$ cat config.mk
export PLATFORM = sky130hd
export DESIGN_NAME = turf_header_parser_flat
export DESIGN_NICKNAME = d
export VERILOG_FILES = /design/src/rtl/turf_header_pkg.sv /design/src/rtl/turf_header_parser_if.sv /design/src/rtl/turf_hdr_axis_slice.sv /design/src/rtl/turf_header_parser.sv /design/src/flat_wrapper.sv
export SDC_FILE = /design/constraint.sdc
export NUM_CORES = 1
export LEC_CHECK = 0
export ABC_CLOCK_PERIOD_IN_PS = 4300
export CORE_ASPECT_RATIO = 1.5
export CORE_MARGIN = 2
export CORE_UTILIZATION = 60
export CTS_CLUSTER_SIZE = 8
export DETAILED_ROUTE_END_ITERATION = 10
export DONT_BUFFER_PORTS = 1
export PLACE_DENSITY_LB_ADDON = 0.05
export SYNTH_ARGS = -nofsm -noshare
export SYNTH_HDL_FRONTEND = slang
export SYNTH_SLANG_ARGS = --single-unit
export TNS_END_PERCENT = 5
$ cat constraint.sdc
create_clock -name memclk -period 4.3 [get_ports memclk]
set_input_delay 0.86 -clock memclk [delete_from_list [all_inputs] [get_ports memclk]]
set_output_delay 0.86 -clock memclk [all_outputs]
set_load 0.05 [all_outputs]
$ cat src/rtl/turf_header_pkg.sv
// Shared definitions for the TURF event-header stream (thdr).
// Used by the header generator and by turf_header_parser.
//  - qword0 signature (format tag + header word count)
//  - bit positions of the summarised fields
//  - thdr_summary_t: one-per-event summary record
package turf_header_pkg;

  localparam int          HEADER_QWORDS     = 16;
  localparam logic [15:0] THDR_FORMAT       = 16'h4531;  // "E1"
  localparam logic [15:0] THDR_HEADER_WORDS = 16'd63;
  localparam logic [15:0] THDR_SURF_WORDS   = 16'd64;
  localparam logic [31:0] THDR_QW0_MAGIC    = {THDR_FORMAT, THDR_HEADER_WORDS};

  // Field bit positions (LSB of each field within its qword)
  localparam int QW0_NUMBER_LSB    = 32;
  localparam int QW1_SEC_LSB       = 0;
  localparam int QW1_TIME_LSB      = 32;
  localparam int QW2_LAST_PPS_LSB  = 0;
  localparam int QW2_LLAST_PPS_LSB = 32;
  localparam int QW15_RUNCFG_LSB   = 32;
  localparam int QW15_TIO_LSB      = 44;
  localparam int QW15_SURF_LSB     = 48;

  typedef struct packed {
    logic [31:0] number;
    logic [31:0] sec;
    logic [31:0] tstamp;
    logic [31:0] last_pps;
    logic [31:0] llast_pps;
    logic [3:0]  tio_mask;
    logic [11:0] runcfg;
    logic [15:0] surf_words;
  } thdr_summary_t;

  // Only the low half of qword0 carries the signature.
  function automatic logic qw0_good(input logic [31:0] qw_lo);
    return qw_lo == THDR_QW0_MAGIC;
  endfunction

endpackage

$ cat src/rtl/turf_header_parser_if.sv
// 64-bit AXI-stream style link used for the header stream.
//  master: drives tdata/tvalid/tlast, samples tready
//  slave : samples tdata/tvalid, drives tready (the FIFO side carries no tlast)
interface turf_header_parser_if;
  logic [63:0] tdata;
  logic        tvalid;
  logic        tready;
  logic        tlast;

  modport master (output tdata, output tvalid, output tlast, input tready);
  modport slave  (input tdata, input tvalid, output tready);
endinterface

$ cat src/rtl/turf_hdr_axis_slice.sv
// 1-deep forward register slice, 64-bit data + tlast.
//  in_*  : upstream side (in_ready = slot free or draining this clock)
//  out_* : registered downstream side
// Full throughput: a held word can be replaced in the same clock it drains.
module turf_hdr_axis_slice (
  input  logic        memclk,
  input  logic        memresetn,
  input  logic [63:0] in_data,
  input  logic        in_last,
  input  logic        in_valid,
  output logic        in_ready,
  output logic [63:0] out_data,
  output logic        out_last,
  output logic        out_valid,
  input  logic        out_ready
);
  assign in_ready = !out_valid || out_ready;

  always_ff @(posedge memclk or negedge memresetn) begin
    if (!memresetn) begin
      out_valid <= 1'b0;
      out_data  <= '0;
      out_last  <= 1'b0;
    end else if (in_ready) begin
      out_valid <= in_valid;
      if (in_valid) begin
        out_data <= in_data;
        out_last <= in_last;
      end
    end
  end
endmodule

$ cat src/rtl/turf_header_parser.sv
// Consumer end of the TURF event-header stream (memclk domain).
// Validates qword0, checks event-number continuity, forwards all 16 qwords
// with tlast on qword15 and presents one summary record per event.
// Ports:
//  memclk, memresetn          clock, async active-low reset
//  s_thdr (slave)             header qwords from the FIFO
//  m_hdr  (master)            forwarded qwords, tlast on qword15
//  ev_valid/ev_ready, ev_*    per-event summary record
//  resync_i                   next good qword0 starts a new sequence
//  err_format_o / _cnt        bad qword0 dropped (pulse / saturating count)
//  err_seq_o / _cnt           event-number discontinuity (pulse / saturating count)
module turf_header_parser
  import turf_header_pkg::*;
#(
  parameter int ERRCNT_BITS = 16
) (
  input  logic                   memclk,
  input  logic                   memresetn,
  turf_header_parser_if.slave    s_thdr,
  turf_header_parser_if.master   m_hdr,
  output logic                   ev_valid,
  input  logic                   ev_ready,
  output logic [31:0]            ev_number,
  output logic [31:0]            ev_sec,
  output logic [31:0]            ev_time,
  output logic [31:0]            ev_last_pps,
  output logic [31:0]            ev_llast_pps,
  output logic [3:0]             ev_tio_mask,
  output logic [11:0]            ev_runcfg,
  output logic [15:0]            ev_surf_words,
  input  logic                   resync_i,
  output logic                   err_format_o,
  output logic                   err_seq_o,
  output logic [ERRCNT_BITS-1:0] err_format_cnt,
  output logic [ERRCNT_BITS-1:0] err_seq_cnt
);
  localparam int               IDX_W    = $clog2(HEADER_QWORDS);
  localparam logic [IDX_W-1:0] IDX_LAST = IDX_W'(HEADER_QWORDS - 1);

  localparam logic [1:0] ST_HUNT    = 2'd0;
  localparam logic [1:0] ST_BODY    = 2'd1;
  localparam logic [1:0] ST_SUMMARY = 2'd2;

  logic [1:0]       state;
  logic [IDX_W-1:0] idx;
  logic             run_q;        // holds tready low while in reset
  logic             first_event;
  logic [31:0]      prev_num;
  thdr_summary_t    sum_q;

  logic        qw0_ok, slot_free, acc, take_qw0, take_body, drop, fwd, fwd_last, seq_bad;
  logic [31:0] qw_num;

  assign qw0_ok = qw0_good(s_thdr.tdata[31:0]);
  assign qw_num = s_thdr.tdata[QW0_NUMBER_LSB +: 32];

  // Bad qword0s are swallowed without waiting on the downstream slot.
  always_comb begin
    s_thdr.tready = 1'b0;
    if (run_q) begin
      case (state)
        ST_HUNT: s_thdr.tready = qw0_ok ? slot_free : 1'b1;
        ST_BODY: s_thdr.tready = slot_free;
        default: s_thdr.tready = 1'b0;
      endcase
    end
  end

  assign acc       = s_thdr.tvalid && s_thdr.tready;
  assign take_qw0  = acc && (state == ST_HUNT) && qw0_ok;
  assign drop      = acc && (state == ST_HUNT) && !qw0_ok;
  assign take_body = acc && (state == ST_BODY);
  assign fwd       = take_qw0 || take_body;
  assign fwd_last  = (state == ST_BODY) && (idx == IDX_LAST);
  // resync_i coinciding with qword0 makes that header the first of a sequence.
  assign seq_bad   = take_qw0 && !(first_event || resync_i) && (qw_num != prev_num + 32'd1);

  turf_hdr_axis_slice u_slice (
    .memclk    (memclk),
    .memresetn (memresetn),
    .in_data   (s_thdr.tdata),
    .in_last   (fwd_last),
    .in_valid  (fwd),
    .in_ready  (slot_free),
    .out_data  (m_hdr.tdata),
    .out_last  (m_hdr.tlast),
    .out_valid (m_hdr.tvalid),
    .out_ready (m_hdr.tready)
  );

  always_ff @(posedge memclk or negedge memresetn) begin
    if (!memresetn) begin
      state <= ST_HUNT;
      idx   <= '0;
      run_q <= 1'b0;
    end else begin
      run_q <= 1'b1;
      case (state)
        ST_HUNT: if (take_qw0) begin
          state <= ST_BODY;
          idx   <= IDX_W'(1);
        end
        ST_BODY: if (take_body) begin
          if (idx == IDX_LAST) state <= ST_SUMMARY;
          idx <= idx + 1'b1;
        end
        ST_SUMMARY: if (ev_ready) state <= ST_HUNT;
        default: state <= ST_HUNT;
      endcase
    end
  end

  always_ff @(posedge memclk or negedge memresetn) begin
    if (!memresetn) begin
      first_event    <= 1'b1;
      prev_num       <= '0;
      err_format_o   <= 1'b0;
      err_seq_o      <= 1'b0;
      err_format_cnt <= '0;
      err_seq_cnt    <= '0;
    end else begin
      err_format_o <= drop;
      err_seq_o    <= seq_bad;
      if (drop && !(&err_format_cnt)) err_format_cnt <= err_format_cnt + 1'b1;
      if (seq_bad && !(&err_seq_cnt)) err_seq_cnt <= err_seq_cnt + 1'b1;
      if (take_qw0) begin
        prev_num    <= qw_num;
        first_event <= 1'b0;
      end else if (resync_i) begin
        first_event <= 1'b1;
      end
    end
  end

  // Summary fields; only qwords 1, 2 and 15 are interpreted past qword0.
  always_ff @(posedge memclk or negedge memresetn) begin
    if (!memresetn) begin
      sum_q <= '0;
    end else begin
      if (take_qw0) sum_q.number <= qw_num;
      if (take_body) begin
        if (idx == IDX_W'(1)) begin
          sum_q.sec    <= s_thdr.tdata[QW1_SEC_LSB +: 32];
          sum_q.tstamp <= s_thdr.tdata[QW1_TIME_LSB +: 32];
        end
        if (idx == IDX_W'(2)) begin
          sum_q.last_pps  <= s_thdr.tdata[QW2_LAST_PPS_LSB +: 32];
          sum_q.llast_pps <= s_thdr.tdata[QW2_LLAST_PPS_LSB +: 32];
        end
        if (idx == IDX_LAST) begin
          sum_q.runcfg     <= s_thdr.tdata[QW15_RUNCFG_LSB +: 12];
          sum_q.tio_mask   <= s_thdr.tdata[QW15_TIO_LSB +: 4];
          sum_q.surf_words <= s_thdr.tdata[QW15_SURF_LSB +: 16];
        end
      end
    end
  end

  assign ev_valid      = (state == ST_SUMMARY);
  assign ev_number     = sum_q.number;
  assign ev_sec        = sum_q.sec;
  assign ev_time       = sum_q.tstamp;
  assign ev_last_pps   = sum_q.last_pps;
  assign ev_llast_pps  = sum_q.llast_pps;
  assign ev_tio_mask   = sum_q.tio_mask;
  assign ev_runcfg     = sum_q.runcfg;
  assign ev_surf_words = sum_q.surf_words;
endmodule

$ cat src/flat_wrapper.sv
// flat-port wrapper written by rule: the top's interface ports become plain ports
module turf_header_parser_flat import turf_header_pkg::*;
#(
  parameter int ERRCNT_BITS = 16
)
  (memclk, memresetn, ev_valid, ev_ready, ev_number, ev_sec, ev_time, ev_last_pps, ev_llast_pps, ev_tio_mask, ev_runcfg, ev_surf_words, resync_i, err_format_o, err_seq_o, err_format_cnt, err_seq_cnt, s_thdr_tdata, s_thdr_tvalid, s_thdr_tready, m_hdr_tdata, m_hdr_tvalid, m_hdr_tlast, m_hdr_tready);
  turf_header_parser_if s_thdr_i ();
  turf_header_parser_if m_hdr_i ();
  input  logic memclk;
  input  logic memresetn;
  output logic ev_valid;
  input  logic ev_ready;
  output logic [31:0] ev_number;
  output logic [31:0] ev_sec;
  output logic [31:0] ev_time;
  output logic [31:0] ev_last_pps;
  output logic [31:0] ev_llast_pps;
  output logic [3:0] ev_tio_mask;
  output logic [11:0] ev_runcfg;
  output logic [15:0] ev_surf_words;
  input  logic resync_i;
  output logic err_format_o;
  output logic err_seq_o;
  output logic [ERRCNT_BITS-1:0] err_format_cnt;
  output logic [ERRCNT_BITS-1:0] err_seq_cnt;
  input wire logic [$bits(s_thdr_i.tdata)-1:0] s_thdr_tdata;
  input wire logic [$bits(s_thdr_i.tvalid)-1:0] s_thdr_tvalid;
  output wire logic [$bits(s_thdr_i.tready)-1:0] s_thdr_tready;
  output wire logic [$bits(m_hdr_i.tdata)-1:0] m_hdr_tdata;
  output wire logic [$bits(m_hdr_i.tvalid)-1:0] m_hdr_tvalid;
  output wire logic [$bits(m_hdr_i.tlast)-1:0] m_hdr_tlast;
  input wire logic [$bits(m_hdr_i.tready)-1:0] m_hdr_tready;
  assign s_thdr_i.tdata = s_thdr_tdata;
  assign s_thdr_i.tvalid = s_thdr_tvalid;
  assign s_thdr_tready = s_thdr_i.tready;
  assign m_hdr_tdata = m_hdr_i.tdata;
  assign m_hdr_tvalid = m_hdr_i.tvalid;
  assign m_hdr_tlast = m_hdr_i.tlast;
  assign m_hdr_i.tready = m_hdr_tready;
  turf_header_parser #(.ERRCNT_BITS(ERRCNT_BITS)) u_core (.memclk(memclk), .memresetn(memresetn), .s_thdr(s_thdr_i), .m_hdr(m_hdr_i), .ev_valid(ev_valid), .ev_ready(ev_ready), .ev_number(ev_number), .ev_sec(ev_sec), .ev_time(ev_time), .ev_last_pps(ev_last_pps), .ev_llast_pps(ev_llast_pps), .ev_tio_mask(ev_tio_mask), .ev_runcfg(ev_runcfg), .ev_surf_words(ev_surf_words), .resync_i(resync_i), .err_format_o(err_format_o), .err_seq_o(err_seq_o), .err_format_cnt(err_format_cnt), .err_seq_cnt(err_seq_cnt));
endmodule
Word level (Yosys, flattened, before mapping)
Index checks and enable logic that the tools add are counted.
{"block": "word_totals", "register_bits": 300, "elab_cells": 76, "output_inout_bits": 294, "inputBits": 70}
{"block": "op_classes", "n_addsub": 4, "n_reduce_logical": 29, "eq_ne": 11, "mux": 13}
{"op": "$add A16 B1 Y16 const B", "count": 2}
{"op": "$add A32 B1 Y32 const B", "count": 1}
{"op": "$eq A32 B31 Y1 const B", "count": 1}
{"op": "$ne A32 B32 Y1", "count": 1}
{"op": "$reduce_and A16 Y1", "count": 2}
{"op": "$logic_and A1 B1 Y1", "count": 10}
{"op": "$mux W2", "count": 4}
{"op": "$mux W4", "count": 2}
{"op": "$pmux W4 S2", "count": 1}
{"op": "$reduce_and A2 Y1", "count": 4}
{"op": "$ne A2 B1 Y1 const B", "count": 3}
{"op": "$pmux W2 S3", "count": 1}
{"op": "$logic_not A1 Y1", "count": 5}
{"op": "$add A4 B1 Y4 const B", "count": 1}
{"op": "$eq A4 B1 Y1 const B", "count": 1}
{"op": "$eq A4 B2 Y1 const B", "count": 1}
{"op": "$eq A4 B4 Y1 const B", "count": 1}
{"op": "$mux W1", "count": 4}
{"op": "$reduce_and A4 Y1", "count": 1}
{"op": "$reduce_bool A2 Y1", "count": 2}
{"op": "$logic_or A1 B1 Y1", "count": 3}
{"op": "$reduce_and A3 Y1", "count": 1}
{"op": "$eq A2 B1 Y1 const B", "count": 1}
{"op": "$eq A2 B2 Y1 const B", "count": 1}
{"op": "3 further kinds", "count": 3}

Depth between registers and ports, before layout
Gate-level depths: netlist of run 1.
{"block": "logic_depth", "word_depth": 11, "mapped_depth": 12, "mapped_depth_nobuf": 10}

By module
Synthesis of run 1 repeated with hierarchy kept, for this count alone.
{"block": "hier_totals", "hier_cells": 936, "hier_area_um2": 13183.9}
{"module": "turf_header_parser", "area_per_inst_um2": 10456.3, "cells_per_inst": 795, "instances": 1, "seq_area_each_um2": 5856.9}
{"module": "turf_hdr_axis_slice", "area_per_inst_um2": 2727.6, "cells_per_inst": 141, "instances": 1, "seq_area_each_um2": 1651.6}

Worst setup path after synthesis of run 1
No wires, ideal clock.
{"block": "synth_path", "kind": "register to register", "startpoint": "register u_core.prev_num[12]", "endpoint": "register u_core.err_seq_cnt[12]", "setup_ns": 0.128, "slack_ns": 0.832, "path_stages_with_launch": 12, "path_buffers": 2, "arrival_time_ns": 3.341, "synth_period_minus_slack_ns": 3.468, "t_required_ns": 4.172, "path_cell_list": "dfrtp_1 buf_4 nand4_1 or3_1 buf_6 nor4_4 or3b_1 a21boi_2 o21ai_2 a2111oi_4 nor4_1 mux2_1"}
{"block": "synth_between", "elab_chain_cells": 4}
{"item": "start, declared", "line_no": "turf_header_parser.sv:48", "source": "logic [31:0] prev_num;"}
{"item": "start signal, assigned", "line_no": "turf_header_parser.sv:127", "source": "prev_num <= qw_num;"}
{"item": "$add A32 B1 Y32", "line_no": "turf_header_parser.sv:76", "source": "assign seq_bad = take_qw0 && !(first_event || resync_i) && (qw_num != prev_num + 32'd1);"}
{"item": "$ne A32 B32 Y1", "line_no": "turf_header_parser.sv:76"}
{"item": "$logic_and A1 B1 Y1", "line_no": "turf_header_parser.sv:76"}
{"item": "$logic_and A1 B1 Y1", "line_no": "turf_header_parser.sv:125", "source": "if (seq_bad && !(&err_seq_cnt)) err_seq_cnt <= err_seq_cnt + 1'b1;"}
{"item": "end signal, assigned", "line_no": "turf_header_parser.sv:125"}
{"item": "end, declared", "line_no": "turf_header_parser.sv:35", "source": "output logic [ERRCNT_BITS-1:0] err_seq_cnt"}
Every way passes these cells.
A chain may end at the register's enable or synchronous reset.

Worst setup path in the final report of run 1
{"block": "layout_path", "startpoint": "register u_core.prev_num[0]", "endpoint": "register u_core.err_seq_cnt[12]"}
The elaborated chain is that of the path after synthesis.

==> out/results.ini, run 1 <==
[critical_path]
critPathTopFamily = simple AND/OR/NAND/NOR gates
crit_chain = buf_4 -> ha_1 -> nand3_1 -> or4_1 -> nor4_1 -> nand2_1 -> a211oi_1 -> nand4_1 -> a2111oi_4 -> buf_4 -> nor4_1 -> mux2_1
crit_buf_inv = 2
r2r-start = u_core.prev_num[0]
rrSetupSlack_ns = 0.64
crit_fanout = 16
crit_type = reg -> reg
start_kind = register
endpoint_kind = register
cp_slowest_cell = or4_1
critPathMaxStageDelay_ns = 0.51
crit_arrival_ns = 4.08
crit_path_start = u_core.prev_num[0]
required_ns = 4.71

[clock_network]
cts.sinks = 300
worstSkewPairLatency_ns = 0.53
cts_tree = done
cts.path.max_buffers = 3
post_cts_buffers = 0
cts_resized = 0
cts_root_buf = clkbuf_16
cts.clk_slew.worst_paths_ns = 0.05
h-tree-depth = 2
cts_hold_buf = 0
cts_buffers = 43

[global_route]
grt_pass1_vias = 8596
grt_max_degree = 301
grt_usage = 0.287
overflow = 0
antenna_found_initial = 0
grt_pass1_wl_mm = 49.1

[logic_synthesis]
ys_ff_latch = 300
synth_top_area_frac = 0.588
syn_inst = 1049
yosysWarnings = 0
yosysSeqAreaShare = 0.590
synth_area_per_cell_um2 = 12.1
synth_top_area_cell = dfrtp_1
netlist_area_um2 = 12700
ys_async_sr_fraction = 1.00
yosys_most_used_dff = dfrtp_1
synth.area.top_cells = dfrtp_1 59%, mux2_2 16%, nand2_1 6.8%, xnor2_1 2.6%, xor2_1 2.5%
synth_edf_count = 0
synth_cell_types = 56
synth.net_count = 1125

[cells_and_area]
drive_gt1_frac = 0.249
multiInputGateArea_um2 = 5040
design_area_um2 = 14300
layout_common_cells = 299 x dfrtp_1, 228 x nand2_1, 179 x mux2_2
layout_commonest_cell = dfrtp_1
seqCellArea_um2 = 7510
nNetsFinal = 1154
syn_to_final_growth_pct = 12.7
fillers = 1535
antenna_cells = 0

[worst_hold_path]
min_path_type = in -> async

[sta]
setup_slack_ns = 0.635
fin_crit_sh = 0.852
fin_hold_ws_ns = 0.0271
tns_ns = 0
worst_pin_slew_ns = 1.08
rsz0062_at_grt = no
max_freq_mhz = 273
fin_skew_ns = 0.0160
drv_slew = 0
slew_headroom = 0.279
hold_viol = 0
fin_crit_ns = 3.66
finalSetupViolations = 0

[die]
fp-row-count = 65
coreArea_um2 = 20900
die_height_um = 182
floorplan.initialDensity = 0.609
die_w_um = 123
ioPinCount = 364
die_area_um2 = 22400

[detailed_routing]
dr.pass1.iters = 5
drt-initial-drc-count = 330
wl_per_cell_um = 23.4
ant_nets = 0
drc = 0
vias = 8084
viasPerCell = 5.97
drt-total-wl_mm = 31.8

[pwr]
p_leak_nw = 7.41
peakVddDrop_uv = 379
power.density_nw_per_um2 = 425

[place]
place_congestion = 0.817
pre_cts_ws_ns = 0.392
post_dp_cell_area_um2 = 13200
dpl.hpwl_mm = 22.0
io_buffer_count = 0

[job]
maxCapViolations = 0

[outcome]
status = finished, final reports clean

path summary, 6_finish.rpt:
| path | cells past startpoint | to |
|---|---|---|
| setup / recovery | 12 | u_core.err_seq_cnt[12] |
| hold / removal | 0 | u_core.err_format_cnt[8] |
| setup reg to reg | 12 | u_core.err_seq_cnt[12] |
| hold reg to reg | 1 | u_core.idx[0] |
| max in group asynchronous | 0 | u_core.ev_last_pps[24] |
| min in group memclk | 2 | u_core.u_slice.out_data[23] |
cell families (layout without fill, tap and decap cells):
kind of cell | Yosys count | count (layout) | share of synthesized area
simple gates | 385 | 385 | 0.143
flops | 300 | 300 | 0.590
other cells | 1 | 1 | 0.000295
mux | 194 | 194 | 0.171
xor+xnor | 74 | 74 | 0.0509
compound gates | 36 | 36 | 0.0203
fa+ha+maj | 6 | 6 | 0.00590
buf+inv | 53 | 91 | 0.0180
state kept, by name (all words and copies together) (netlist names):
name                      cells
u_core.u_slice.out_data      64
u_core.ev_last_pps           32
u_core.ev_llast_pps          32
u_core.ev_sec                32
u_core.ev_time               32
u_core.prev_num              32
u_core.err_format_cnt        16
u_core.err_seq_cnt           16
u_core.ev_surf_words         16
u_core.ev_runcfg             12
u_core.ev_tio_mask            4
u_core.idx                    4
u_core.state                  2
u_core.err_format_o           1
u_core.err_seq_o              1
u_core.first_event            1
u_core.run_q                  1
u_core.u_slice.out_last       1
u_core.u_slice.out_valid      1
Yosys cell counts (all sizes together), types with 2 or more instances:
cell type and count:
a211oi 2, a21o 2, a21oi 8, a31oi 2, a41oi 2, and2 3
and3 11, and4 7, buf 8, clkbuf 36, dfrtp 299, ha 6
inv 9, mux2 193, nand2 230, nand2b 5, nand3 23, nand4 23
nand4b 3, nor2 21, nor2b 3, nor3 16, nor3b 2, nor4 18
nor4b 6, nor4bb 2, o21ai 9, o22ai 2, o32ai 2, or3 7
or3b 2, or4 2, xnor2 38, xor2 36
worst reg2reg max path, cell delays in order (launching register included):
cell       delay [ns]
dfrtp_1          0.41
buf_4            0.25
ha_1             0.23
nand3_1          0.18
or4_1            0.51
nor4_1           0.31
nand2_1          0.09
a211oi_1         0.30
nand4_1          0.20
a2111oi_4        0.37
buf_4            0.28
nor4_1           0.09
mux2_1           0.31
stage by stage:
step / instances / util / total power [mW]
after global placement: 1301 / 0.630 / 3.11
after global routing: 1355 / 0.686 / 6.29
after detailed placement: 1301 / 0.630 / 3.12
after CTS: 1355 / 0.686 / 6.14
after floorplan: 1049 / - / 3.09
final: 1355 / 0.686 / 6.09
final cells by class:
class                           instances  area share
Sequential cell                       300       0.523
Multi-Input combinational cell        696       0.351
Clock buffer                           50      0.0768
Tap cell                              268      0.0234
Timing Repair Buffer                   28      0.0173
Clock inverter                          4     0.00549
Inverter                                9     0.00235
power by group:
group,internal [mW],switching [mW],total (mW)
sequential,2.85,0.130,2.98
clock,1.85,1.17,3.02
combinational,0.0462,0.0385,0.0847
routing by layer:
layer / global-route usage / part of all wire / routed length, µm
met2: 0.505 / 0.53 / 17000
met5: 0 / 0 / 0
met4: 0.100 / 0.029 / 909
met3: 0.102 / 0.094 / 2980
met1: 0.317 / 0.34 / 10900
No activity file was read; power rests on OpenSTA's default activity.
==> run 2, diff against run 1 <==
--- a/config.mk
+++ b/config.mk
@@ -9,6 +9,7 @@
 export CORE_ASPECT_RATIO = 1.5
 export CORE_MARGIN = 2
 export CORE_UTILIZATION = 60
+export CTS_BUF_LIST = sky130_fd_sc_hd__clkbuf_4
 export CTS_CLUSTER_SIZE = 8
 export DETAILED_ROUTE_END_ITERATION = 10
 export DONT_BUFFER_PORTS = 1
==> out/results.ini, run 2 (same netlist as run 1, synthesis figures left out) <==
[global_route]
grt_pass1_vias = 8783  ; +2.2%
grt_pass1_wl_mm = 48.7  ; -0.75%
grt_max_degree = 301  ; unchanged
overflow = 0  ; unchanged
antenna_found_initial = 2  ; +2
grt_usage = 0.287  ; about the same

[clock_network]
cts_root_buf = clkbuf_4
cts_tree = done
post_cts_buffers = 0  ; unchanged
h-tree-depth = 3  ; +1
cts_buffers = 71  ; +65%
cts_resized = 0  ; unchanged
cts.sinks = 300  ; unchanged
cts.clk_slew.worst_paths_ns = 0.07  ; +0.02 ns
worstSkewPairLatency_ns = 0.72  ; +0.19 ns
cts.path.max_buffers = 3  ; unchanged

[die]
ioPinCount = 364  ; unchanged
die_area_um2 = 22400  ; unchanged
floorplan.initialDensity = 0.609  ; unchanged
coreArea_um2 = 20900  ; unchanged
die_w_um = 123  ; unchanged
die_height_um = 182  ; unchanged
fp-row-count = 65  ; unchanged

[critical_path]
crit_fanout = 16  ; unchanged
required_ns = 4.86  ; +0.15 ns
crit_arrival_ns = 4.24  ; +0.16 ns
reg2reg_depth = 12  ; unchanged
r2r_end = u_core.err_seq_cnt[1]
rrSetupSlack_ns = 0.62  ; -0.02 ns
crit_type = reg -> reg
r2r-start = u_core.prev_num[0]
cpMostUsedCell = buf_4
cp_slowest_cell = or4_1
crit_chain = buf_4 -> ha_1 -> nand3_1 -> or4_1 -> nor4_1 -> nand2_1 -> a211oi_1 -> nand4_1 -> a2111oi_4 -> buf_4 -> nor2_2 -> mux2_1
endpoint_kind = register
critPathMaxStageDelay_ns = 0.50  ; about the same
start_kind = register

[sta]
fin_hold_ws_ns = -0.151  ; -0.178 ns
worst_pin_slew_ns = 1.06  ; -0.0257 ns
drv_slew = 0  ; unchanged
fin_crit_sh = 0.856  ; +0.00366
slew_headroom = 0.295  ; +0.0157
hold_viol = 299  ; +299
setup_slack_ns = 0.619  ; -0.0157 ns
tns_ns = 0  ; unchanged
max_freq_mhz = 272  ; -0.43%
finalSetupViolations = 0  ; unchanged
fin_skew_ns = 0.0455  ; +0.0295 ns
rsz0062_at_grt = no
fin_crit_ns = 3.68  ; +0.0157 ns

[pwr]
power.density_nw_per_um2 = 385  ; -9.4%
p_leak_nw = 7.40  ; about the same
peakVddDrop_uv = 241  ; -36%

[job]
maxCapViolations = 0  ; unchanged

[worst_hold_path]
min_path_type = in -> async

[detailed_routing]
wl_per_cell_um = 22.0  ; -6.3%
viasPerCell = 5.78  ; -3.2%
drt-total-wl_mm = 31.5  ; -0.65%
ant_nets = 0  ; unchanged
drc = 0  ; unchanged
dr.pass1.iters = 5  ; unchanged
drt-initial-drc-count = 291  ; -12%
vias = 8294  ; +2.6%

[place]
place_congestion = 0.817  ; unchanged
dpl.hpwl_mm = 22.0  ; unchanged
io_buffer_count = 0  ; unchanged
pre_cts_ws_ns = 0.392  ; unchanged

[cells_and_area]
largest_reg_flops = 64  ; unchanged
layout_commonest_cell = dfrtp_1
syn_to_final_growth_pct = 11.0
nNetsFinal = 1182  ; +2.4%
drive_gt1_frac = 0.293  ; +0.0436
regMostFlops = u_core.u_slice.out_data
layout_common_cells = 299 x dfrtp_1, 228 x nand2_1, 179 x mux2_2
fillers = 1607  ; +4.7%

[outcome]
status = complete, but fails checks
violations = hold timing

run 2: cell types whose count changed in the layout (fill, tap and decap cells not counted), moves of 2 or more:
cell and change:
clkbuf_4 +106, clkbuf_16 -43, clkinv_1 +14, clkbuf_1 -7, clkinv_2 +4, diode_2 +4, inv_2 +3, inv_16 -2
run 2: final cells by class:
type,instances,area (µm²),share of cell area
tap,268,335,0.0237
antenna,4,10.0,0.000708
sequential,300,7510,0.531
multi-input combinational,696,5040,0.357
timing repair buffer,28,248,0.0175
inverter,9,33.8,0.00239
clock buffer,106,796,0.0563
clock inverter,25,160,0.0113
run 2: report_power, final:
part | total, mW | internal [mW] | switching, mW
sequential | 2.97 | 2.85 | 0.130
combinational | 0.0849 | 0.0464 | 0.0386
clock | 2.38 | 1.26 | 1.12
run 2: worst max path at each step:
stage                        start                          to  slack (ns)  depth (start not counted)
2_1_floorplan  u_core.prev_num[12]      u_core.err_seq_cnt[12]        0.83                         11
3_3_place_gp      s_thdr_tdata[17]  u_core.u_slice.out_data[7]        0.34                          9
3_5_place_dp      s_thdr_tdata[29]               u_core.idx[0]        0.39                          9
4_1_cts         u_core.prev_num[0]       u_core.err_seq_cnt[1]        0.63                         12
5_1_grt         u_core.prev_num[0]       u_core.err_seq_cnt[1]        0.36                         12
6_report        u_core.prev_num[0]       u_core.err_seq_cnt[1]        0.62                         12
run 2: worst max-delay path: cells and delay by family (launching register included):
| kind | cells | cell delay, ns |
|---|---|---|
| AO/OA/AOI/OAI | 2 | 0.67 |
| AND/OR/NAND/NOR | 6 | 1.35 |
| flip-flops | 1 | 0.43 |
| multiplexers | 1 | 0.32 |
| adder cells (fa/ha/maj) | 1 | 0.23 |
| buffers and inverters | 2 | 0.53 |
run 2: through the flow:
| step | total power, mW | instances | utilization | cell area (µm²) |
|---|---|---|---|---|
| 5_1_grt | 5.67 | 1436 | 0.676 | 14100 |
| 2_1_floorplan | 3.09 | 1049 | - | 12700 |
| 3_3_place_gp | 3.11 | 1301 | 0.630 | 13200 |
| 4_1_cts | 5.51 | 1432 | 0.676 | 14100 |
| 6_report | 5.44 | 1436 | 0.676 | 14100 |
| 3_5_place_dp | 3.12 | 1301 | 0.630 | 13200 |
run 2: metal layers:
layer / routed length (µm) / GRT usage / up-vias / share of wire
li1: - / - / 3775 / -
met1: 10800 / 0.310 / 4132 / 0.34
met2: 16800 / 0.491 / 317 / 0.53
met3: 2970 / 0.113 / 70 / 0.094
met4: 1010 / 0.128 / 0 / 0.032
met5: 0 / 0 / - / 0
==> run 3, diff against run 2 <==
--- a/config.mk
+++ b/config.mk
@@ -5,6 +5,7 @@
 export SDC_FILE = /design/constraint.sdc
 export NUM_CORES = 1
 export LEC_CHECK = 0
+export ABC_AREA = 1
 export ABC_CLOCK_PERIOD_IN_PS = 4300
 export CORE_ASPECT_RATIO = 1.5
 export CORE_MARGIN = 2
@@ -13,7 +14,7 @@
 export CTS_CLUSTER_SIZE = 8
 export DETAILED_ROUTE_END_ITERATION = 10
 export DONT_BUFFER_PORTS = 1
-export PLACE_DENSITY_LB_ADDON = 0.05
+export PLACE_DENSITY_LB_ADDON = 0.3
 export SYNTH_ARGS = -nofsm -noshare
 export SYNTH_HDL_FRONTEND = slang
 export SYNTH_SLANG_ARGS = --single-unit
==> out/results.ini, run 3 <==
[outcome]
status = complete, but fails checks
violations = hold timing

[logic_synthesis]
ys_async_sr_fraction = 1.00  ; unchanged
yosysSeqAreaShare = 0.556  ; -0.0339
syn_inst = 1636  ; +56%
synth.area.top_cells = dfrtp_1 55%, nand2_1 17%, o21ai_0 7.8%, inv_1 3.8%, nand3_1 2.3%
yosysMostFrequentCell = nand2_1
synth.net_count = 1712  ; +52%
ys_ff_latch = 300  ; unchanged
synth_cell_types = 37  ; -34%
synth_edf_count = 0  ; unchanged
netlist_area_um2 = 13500  ; +6.1%
yosysWarnings = 0  ; unchanged
synth_top_area_cell = dfrtp_1
synth_area_per_cell_um2 = 8.26  ; -32%
synth_top_area_frac = 0.554  ; -0.0338
synthTopCellsByCount = 624 x nand2_1, 299 x dfrtp_1, 210 x o21ai_0
yosys_most_used_dff = dfrtp_1

[critical_path]
endpoint_kind = register
start_kind = input pin
crit_arrival_ns = 3.80  ; -0.44 ns
required_ns = 4.87  ; about the same
crit_type = in -> reg
crit_path_start = s_thdr_tdata[29]
crit_fanout = 28  ; +12
r2r-start = u_core.prev_num[0]

[die]
die_height_um = 188  ; +2.9%
fp-row-count = 67  ; +3.1%
floorplan.initialDensity = 0.608  ; -0.00105
die_area_um2 = 23800  ; +5.9%
coreArea_um2 = 22200  ; +6.3%
ioPinCount = 364  ; unchanged
die_w_um = 127  ; +2.9%

[global_route]
antenna_found_initial = 2  ; unchanged
grt_max_degree = 301  ; unchanged
overflow = 0  ; unchanged
grt_pass1_vias = 10812  ; +23%
grt_usage = 0.309  ; +0.0213
grt_pass1_wl_mm = 57.6  ; +18%

[sta]
max_freq_mhz = 309  ; +14%
fin_skew_ns = 0.0330  ; -0.0125 ns
tns_ns = 0  ; unchanged
rsz0062_at_grt = no
hold_viol = 287  ; -4.0%
fin_crit_sh = 0.752  ; -0.104
fin_crit_ns = 3.23  ; -0.449 ns
finalSetupViolations = 0  ; unchanged
worst_pin_slew_ns = 1.00  ; -0.0526 ns
fin_hold_ws_ns = -0.150  ; +0.00111 ns
slew_headroom = 0.331  ; +0.0358
drv_slew = 0  ; unchanged

[detailed_routing]
viasPerCell = 5.57  ; -3.5%
drt-initial-drc-count = 732  ; +150%
drt-total-wl_mm = 36.6  ; +16%
vias = 11059  ; +33%
dr.pass1.iters = 6  ; +1
drc = 0  ; unchanged
ant_nets = 0  ; unchanged
wl_per_cell_um = 18.5  ; -16%

[cells_and_area]
nNetsFinal = 1732  ; +47%
largest_reg_flops = 64  ; unchanged
layout_common_cells = 624 x nand2_1, 299 x dfrtp_1, 210 x o21ai_0
syn_to_final_growth_pct = 7.84
drive_gt1_frac = 0.0880  ; -0.205
regMostFlops = u_core.u_slice.out_data
layout_commonest_cell = nand2_1

[clock_network]
cts_buffers = 71  ; unchanged
h-tree-depth = 3  ; unchanged
cts.path.max_buffers = 3  ; unchanged
cts.clk_slew.worst_paths_ns = 0.07  ; about the same
cts_tree = done
cts.sinks = 300  ; unchanged
cts_root_buf = clkbuf_4
worstSkewPairLatency_ns = 0.70  ; -0.02 ns

[pwr]
p_leak_nw = 7.46  ; +0.86%
peakVddDrop_uv = 272  ; +13%
power.density_nw_per_um2 = 374  ; -2.9%

[place]
io_buffer_count = 0  ; unchanged
place_congestion = 0.946  ; +16%
dpl.hpwl_mm = 26.4  ; +20%

[job]
maxCapViolations = 0  ; unchanged

[worst_hold_path]
min_path_type = in -> async

[run 3: cell type report]
cell class / instances / area (µm²)
fillers: 1899 / 7650
flip-flops and latches: 300 / 7510
multi-input cells: 1129 / 5160
clock buffers: 98 / 736
inverters: 145 / 544
well taps: 276 / 345
clock inverters: 24 / 155
repair buffers: 9 / 105
diodes: 4 / 10.0
[run 3: timing repair]
| item | in CTS | in global routing |
|---|---|---|
| endpoints found under the hold margin | 299 | 299 |
| resized for setup | 0 | 0 |
| setup buffers | 0 | 0 |
[run 3: kinds of logic after synthesis]
| family | synth area share |
|---|---|
| AO/OA/AOI/OAI | 0.0827 |
| XOR/XNOR | 0.0289 |
| adder cells (fa/ha/maj) | 0.00556 |
| buffers and inverters | 0.0620 |
| flip-flops | 0.556 |
| other | 0.000278 |
| AND/OR/NAND/NOR | 0.265 |
[run 3: critical path, stage by stage]
cell	delay, ns
nor4_1	0.32
nand2_1	0.13
nor2_1	0.24
nand2_1	0.10
nor2_1	0.11
nand4_1	0.51
nor2_2	0.98
nand3_1	0.34
nand2_1	0.14
nand2_1	0.06
[run 3: metal layers]
layer / global-route usage / part of all wire / wire length, µm
met4: 0.168 / 0.050 / 1840
met2: 0.529 / 0.51 / 18700
met3: 0.0990 / 0.091 / 3340
met1: 0.337 / 0.35 / 12800
met5: 0 / 0 / 0
[run 3: final timing paths]
kind,to,slack (ns),depth (start not counted)
worst max register to register,u_core.err_seq_cnt[2],1.07,17
worst max-delay path,u_core.err_seq_cnt[2],1.07,10
worst min-delay path,u_core.u_slice.out_data[20],-0.15,0
min in group memclk,u_core.state[1],0.27,1
max in group asynchronous,u_core.prev_num[19],3.92,0
worst min register to register,u_core.state[1],0.55,1
[run 3: stage by stage]
step                setup slack (ns)  instances  power, mW  utilization  cell area [µm²]
CTS                             1.05       1981       5.50        0.655            14600
global route                   0.709       1984       5.69        0.656            14600
global placement               0.435       1859       3.22        0.615            13700
finish                          1.07       1985       5.45        0.656            14600
floorplan                       1.04       1636       3.17            -            13500
detailed placement             0.384       1859       3.22        0.615            13700
[run 3: report_power, final]
group	leakage, nW	switching, mW	internal [mW]
clock	0.526	1.10	1.18
sequential	4.17	0.147	2.85
combinational	2.77	0.122	0.0559
